## src/rtl/line_buf_window.sv

```systemverilog
// 3x3 sliding-window generator over a raster pixel stream.
// Two line buffers delay the incoming stream by one and two rows, and a 3x3
// register window holds the three most recent columns. Border taps are
// replaced by zero or by the clamped edge pixel when the window is emitted.
// After the last pixel of a frame, IMG_W+1 dummy samples are clocked through
// to drain the remaining windows.
module line_buf_window #(
  parameter int DW       = 8,
  parameter int IMG_W    = 256,
  parameter int IMG_H    = 256,
  parameter int PAD_MODE = 0
) (
  input  logic            clk,
  input  logic            rst_n,
  input  logic            in_valid,
  input  logic            in_sof,
  input  logic [DW-1:0]   in_pixel,
  output logic            in_ready,
  output logic            out_valid,
  output logic [9*DW-1:0] out_win,
  output logic            out_eof
);

  localparam int CW = (IMG_W > 1) ? $clog2(IMG_W) : 1;
  localparam int RW = (IMG_H > 1) ? $clog2(IMG_H) : 1;
  localparam logic [CW-1:0] COL_LAST = CW'(IMG_W - 1);
  localparam logic [RW-1:0] ROW_LAST = RW'(IMG_H - 1);

  typedef enum logic [1:0] {IDLE, RUN, FLUSH, DONE} state_t;

  state_t          state_q, state_d;
  logic [CW-1:0]   col_q, col_d;    // column of the next sample to enter
  logic [RW-1:0]   row_q, row_d;    // row of the next pixel to accept
  logic [CW-1:0]   ocol_q, ocol_d;  // centre column of the next window out
  logic [RW-1:0]   orow_q, orow_d;  // centre row of the next window out
  logic            ready_q;
  logic            out_valid_q, out_eof_q;
  logic [9*DW-1:0] out_win_q;

  logic [DW-1:0]   lb1_q [IMG_W];   // stream delayed by one row
  logic [DW-1:0]   lb2_q [IMG_W];   // stream delayed by two rows
  logic [9*DW-1:0] win_q, win_d;    // raw window, tap k at [k*DW +: DW]
  logic [9*DW-1:0] win_pad;

  logic            acc, adv, emit, last_in, last_out;
  logic [DW-1:0]   x, rd1, rd2;

  // Pick tap k of the raw window, redirecting taps that fall outside the
  // image towards the centre (clamp) or forcing them to zero.
  function automatic logic [DW-1:0] pick(input logic [9*DW-1:0] w, input int k,
                                         input logic top, input logic bot,
                                         input logic lft, input logic rgt);
    int   rs, cs;
    logic pad;
    rs  = k / 3;
    cs  = k % 3;
    pad = 1'b0;
    if (rs == 0 && top) begin rs = 1; pad = 1'b1; end
    if (rs == 2 && bot) begin rs = 1; pad = 1'b1; end
    if (cs == 0 && lft) begin cs = 1; pad = 1'b1; end
    if (cs == 2 && rgt) begin cs = 1; pad = 1'b1; end
    if (pad && PAD_MODE == 0) return '0;
    return w[(rs*3 + cs)*DW +: DW];
  endfunction

  assign acc      = in_valid & ready_q;
  assign x        = (state_q == FLUSH) ? '0 : in_pixel;
  assign rd1      = lb1_q[col_q];
  assign rd2      = lb2_q[col_q];
  assign last_in  = (row_q == ROW_LAST) && (col_q == COL_LAST);
  assign last_out = (orow_q == ROW_LAST) && (ocol_q == COL_LAST);

  assign in_ready  = ready_q;
  assign out_valid = out_valid_q;
  assign out_win   = out_win_q;
  assign out_eof   = out_eof_q;

  // Next state, stream advance and window-emit decisions
  always_comb begin
    state_d = state_q;
    adv     = 1'b0;
    emit    = 1'b0;
    case (state_q)
      IDLE: begin
        if (acc && in_sof) begin
          adv     = 1'b1;
          state_d = RUN;
        end
      end
      RUN: begin
        if (acc) begin
          adv  = 1'b1;
          // first window is complete once pixel (1,1) arrives
          emit = (row_q != '0) && !((row_q == RW'(1)) && (col_q == '0));
          if (last_in) state_d = FLUSH;
        end
      end
      FLUSH: begin
        adv  = 1'b1;
        emit = 1'b1;
        if (last_out) state_d = DONE;
      end
      default: state_d = IDLE;
    endcase
  end

  // Input-side and output-side position counters
  always_comb begin
    col_d  = col_q;
    row_d  = row_q;
    ocol_d = ocol_q;
    orow_d = orow_q;
    if (state_q == DONE) begin
      col_d  = '0;
      row_d  = '0;
      ocol_d = '0;
      orow_d = '0;
    end else begin
      if (adv) begin
        if (col_q == COL_LAST) begin
          col_d = '0;
          if (state_q != FLUSH) row_d = row_q + RW'(1);
        end else begin
          col_d = col_q + CW'(1);
        end
      end
      if (emit) begin
        if (ocol_q == COL_LAST) begin
          ocol_d = '0;
          orow_d = orow_q + RW'(1);
        end else begin
          ocol_d = ocol_q + CW'(1);
        end
      end
    end
  end

  // Shift the window left by one column and load the new right column
  always_comb begin
    win_d = win_q;
    if (adv) begin
      for (int r = 0; r < 3; r++) begin
        win_d[(r*3 + 0)*DW +: DW] = win_q[(r*3 + 1)*DW +: DW];
        win_d[(r*3 + 1)*DW +: DW] = win_q[(r*3 + 2)*DW +: DW];
      end
      win_d[2*DW +: DW] = rd2;
      win_d[5*DW +: DW] = rd1;
      win_d[8*DW +: DW] = x;
    end
  end

  // Apply border handling for the centre position being emitted
  always_comb begin
    win_pad = '0;
    for (int k = 0; k < 9; k++) begin
      win_pad[k*DW +: DW] = pick(win_d, k, orow_q == '0, orow_q == ROW_LAST,
                                 ocol_q == '0, ocol_q == COL_LAST);
    end
  end

  // Control state, counters and registered outputs
  always_ff @(posedge clk) begin
    if (!rst_n) begin
      state_q     <= IDLE;
      col_q       <= '0;
      row_q       <= '0;
      ocol_q      <= '0;
      orow_q      <= '0;
      ready_q     <= 1'b0;
      out_valid_q <= 1'b0;
      out_eof_q   <= 1'b0;
      out_win_q   <= '0;
    end else begin
      state_q     <= state_d;
      col_q       <= col_d;
      row_q       <= row_d;
      ocol_q      <= ocol_d;
      orow_q      <= orow_d;
      ready_q     <= (state_d == IDLE) || (state_d == RUN);
      out_valid_q <= emit;
      out_eof_q   <= emit && last_out;
      if (emit) out_win_q <= win_pad;
    end
  end

  // Line buffers and raw window; contents are not reset
  always_ff @(posedge clk) begin
    if (adv) begin
      lb1_q[col_q] <= x;
      lb2_q[col_q] <= rd1;
      win_q        <= win_d;
    end
  end

endmodule

```

## config.mk

```make
export PLATFORM = sky130hd
export DESIGN_NAME = line_buf_window
export DESIGN_NICKNAME = d
export VERILOG_FILES = /design/src/rtl/line_buf_window.sv
export SDC_FILE = /design/constraint.sdc
export NUM_CORES = 2
export LEC_CHECK = 0
export BUFFER_PORTS_ARGS = -buffer_cell sky130_fd_sc_hd__buf_2
export CORE_UTILIZATION = 55
export DETAILED_ROUTE_END_ITERATION = 12
export PLACE_DENSITY = 0.71
export REMOVE_ABC_BUFFERS = 1
export SLEW_MARGIN = 10
export SYNTH_ARGS = -nofsm -noshare
export SYNTH_HDL_FRONTEND = slang
export SYNTH_SLANG_ARGS = --single-unit
```

## constraint.sdc

```tcl
create_clock -name clk -period 21.4 [get_ports clk]
set_input_delay 1.07 -clock clk [delete_from_list [all_inputs] [get_ports clk]]
set_output_delay 1.07 -clock clk [all_outputs]
set_load 0.02 [all_outputs]
```

==> results.md <==
- Area occupied by multi-input gates: 37100 um2
- Syn Std Cell Area: 167000 um2
- Worst Reg2Reg Path Length in Cells: 13
- Number of design rule violations left after detail routing: 0
- Post-CTS Hold Buffers: 0
- Number of placed I/O pins: 87
- Number of slew-limit violations in the final report: 0
- Critical Path AT: 9.33 ns
- TritonCTS sink count: 4285
- Family with the most delay on the worst path: buffers and inverters
- Global-route wire length before repair: 665 mm
- Number of instances in the synthesized netlist: 8469
- Effective utilization at floorplan: 0.553
- Count of final hold-check violations: 0
- Die Wd: 554 um
- Fraction of final layout cells with drive strength greater than 1: 0.215
- Antenna viol nets, final: 0
- Num CTS Buffers: 414
- Global routing usage on met3: 0.0670
- Cell Chain, Critical Path: buf_4 > buf_4 > buf_4 > buf_4 > mux2i_1 > a22oi_1 > nand4_1 > nor2_1 > o22ai_1 > nor4_1 > nand2_1 > inv_8 > buf_4
- Die span in y: 554 um
- Number of flops mapped to enable cells by yosys: 4168
- Met1 Usage GRT: 0.404
- Pre-Repair DR Iteration Count: 7
- Final period util: 0.409
- Total via count in the routed design: 89757
- Violation count after the first detailed-routing iteration: 13689
- Count of cells resized by post-cts repair: 0
- Result of the run: complete, no violations
- Launching element type of the critical path: flop
- Warnings, synthesis: 0
- Power consumption: 17.0 mW
- Clock tree root driver cell: sky130_fd_sc_hd__clkbuf_16
- Crit Path Class: reg2reg
- Number of antenna violations at the first check in global routing: 22
- Routability-driven placement congestion ratio: 0.925
- Predominant post-synthesis flop cell: sky130_fd_sc_hd__edfxtp_1
- Termination of the worst setup path: lb2_q[69][5]
- Sequential cell area: 128000 um2
- Instance count on the critical path: 13
- Most common cell type on the critical path: sky130_fd_sc_hd__buf_4
- Post-CTS setup buffers: 0
- Mean instance size in the synthesized netlist: 19.8 um2
- Number of storage elements in the synthesis netlist: 4285
- Area added between synthesis and finish: 11.9%
- Routed len/inst: 35.8 um
- Ys async rst share: 0
- Maximum number of pins on one net before global-route repair: 201
- Via count of the first global-routing pass: 88153
- Maximum number of buffers from clock root to sink: 4
- FILL cells: 20598
- Worst slew slack as a fraction of its limit: 0.0803
- Maximum clock frequency: 0.114 GHz
- PD cells: 90.9 nW/um2
- Total routing resource utilization after global routing: 0.308
- Tightest Pin Transition: 1.34 ns
- Type of element capturing the critical path: flop
- Path class of the lowest-slack min-delay path: reg2reg
- Max cap viols: 0
- Lkg Pwr: 57.4 nW
- Slowest Stage Delay on Critical Path: 1.03 ns
- WP data required: 21.98 ns
- Htree depth: 5
- Core region area: 303000 um2
- Die Area: 307000 um2
- Clock period minus final worst setup slack: 8.75 ns
- M2 GR Usage: 0.489
- Setup violation total in the final timing report: 0
- Reg-to-reg critical path endpoint: lb2_q[69][5]
- Post-route worst setup slack: 12.65 ns
- Port Buffers: 86
- Final net count: 8977
- Post-Place Worst Slack: 12.80 ns
- TNS Setup: 0 ns
- DP Wirelength: 282 mm
- Synth unique cells: 93
- Slack of the worst reg-to-reg path: 12.65 ns
- Number of vias per cell: 6.76
- Aggregate routed wire length: 476 mm
- Cell Rows: 202
- RSZ-0062 raised after global routing: no
- Remaining global-route overflow: 0
- Fraction of the yosys area taken by sequential cells: 0.762
- Max FO, Critical Path: 174
- Clock latency on the worst-skew pair: 0.94 ns
- Clock skew: 0.0439 ns
- Clock-pin slew reported for the worst setup and hold paths after clock tree synthesis: 0.06 ns
- Busiest grt layer: met2
- Bufs and invs on worst path: 6
- Slowest stage cell on the critical path: sky130_fd_sc_hd__nor4_1
- CTS tree: yes
- Peak VDD IR: 0.0778 mV
[cells in the final DEF (no fill, tap or decap), types with 95 or more instances in the layout]
cell                        netlist  final
sky130_fd_sc_hd__mux2i_1        820    820
sky130_fd_sc_hd__nand2_1        248    232
sky130_fd_sc_hd__a21oi_1         95     95
sky130_fd_sc_hd__a22oi_1        396    396
sky130_fd_sc_hd__nor2_1         418    344
sky130_fd_sc_hd__dfxtp_1        117    112
sky130_fd_sc_hd__clkbuf_16        0    424
sky130_fd_sc_hd__o22ai_1        111    111
sky130_fd_sc_hd__mux4_2         682    682
sky130_fd_sc_hd__buf_4          109    432
sky130_fd_sc_hd__clkinv_1         1    100
sky130_fd_sc_hd__edfxtp_1      4168   4168
[area by class of cell]
| cell class | count | area share |
|---|---|---|
| Clock buffer | 506 | 0.0584 |
| Timing Repair Buffer | 533 | 0.0213 |
| Antenna cell | 22 | 0.000294 |
| Clock inverter | 251 | 0.0127 |
| Tap cell | 3978 | 0.0266 |
| Sequential cell | 4285 | 0.681 |
| Multi-Input combinational cell | 3625 | 0.198 |
| Inverter | 76 | 0.00172 |
[synth_stat cells, drive strengths merged, types with 20 or more instances]
master,number,share of area
mux4,682,0.092
nand2,248,0.0056
nor2,418,0.0094
nand4,84,0.0031
a22oi,396,0.018
nand3,69,0.0021
nor2b,43,0.0016
buf,315,0.014
a21oi,95,0.0028
a211oi,32,0.0015
xor2,20,0.0010
clkbuf,168,0.0038
mux2,36,0.0024
o211ai,24,0.0011
inv,75,0.0017
o21ai,91,0.0027
a31oi,27,0.0010
nor3,52,0.0016
ha,30,0.0022
a221oi,37,0.0019
nor4,22,0.0010
dfxtp,117,0.014
mux2i,820,0.049
a22o,36,0.0019
edfxtp,4168,0.75
o22ai,111,0.0041
[layer usage]
metal | routed length, um | up-vias
li1 | - | 35872
met1 | 166000 | 46564
met2 | 225000 | 6036
met3 | 54600 | 1273
met4 | 29200 | 12
met5 | 97 | -
[through the flow]
step | utilization | instance area [um2] | cells | hold WS [ns]
global route | 0.618 | 187000 | 13263 | 0.485
finish | 0.618 | 187000 | 13276 | 0.452
detailed placement | 0.574 | 174000 | 12495 | 0.439
CTS | 0.618 | 187000 | 13252 | 0.454
floorplan | - | 164000 | 7986 | 0.487
global placement | 0.574 | 174000 | 12494 | 0.439
[state kept, by name, summed over array words and instances (netlist names), named ones only]
register and count:
col_q 8, win_q 72, in_ready 1, row_q 8, lb2_q 2048, ocol_q 8, out_valid 1, lb1_q 2048
state_q 2, out_eof 1, out_win 72, orow_q 8
[kinds of logic after synthesis]
logic type | share of synthesized area
AO/OA/AOI/OAI | 0.0412
multiplexers | 0.143
adder cells (fa/ha/maj) | 0.00224
buffers and inverters | 0.0199
flip-flops | 0.762
AND/OR/NAND/NOR | 0.0302
XOR/XNOR | 0.00136
[power breakdown]
group	leakage, nW	internal (mW)	switching, mW	total [mW]
Clock	6.48	4.16	3.09	7.25
Combinational	12.5	0.162	0.359	0.520
Sequential	38.4	9.24	0.00794	9.24
[worst reg2reg max path, cell delays in order (launching register included)]
cell	delay, ns
sky130_fd_sc_hd__dfxtp_4	0.88
sky130_fd_sc_hd__buf_4	0.61
sky130_fd_sc_hd__buf_4	0.65
sky130_fd_sc_hd__buf_4	0.81
sky130_fd_sc_hd__buf_4	0.86
sky130_fd_sc_hd__mux2i_1	0.24
sky130_fd_sc_hd__a22oi_1	0.24
sky130_fd_sc_hd__nand4_1	0.15
sky130_fd_sc_hd__nor2_1	0.60
sky130_fd_sc_hd__o22ai_1	0.18
sky130_fd_sc_hd__nor4_1	1.03
sky130_fd_sc_hd__nand2_1	0.42
sky130_fd_sc_hd__inv_8	0.75
sky130_fd_sc_hd__buf_4	0.86
[worst min-delay path by stage]
| stage | from | depth (start not counted) | end |
|---|---|---|---|
| 3_3_place_gp | out_win[11] | 2 | out_win[11] |
| 5_1_grt | out_win[36] | 2 | out_win[36] |
| 4_1_cts | out_win[65] | 2 | out_win[65] |
| 2_1_floorplan | ocol_q[1] | 2 | ocol_q[1] |
| 6_report | out_win[65] | 2 | out_win[65] |
| 3_5_place_dp | out_win[65] | 2 | out_win[65] |
(Power assumes the default switching activity.)
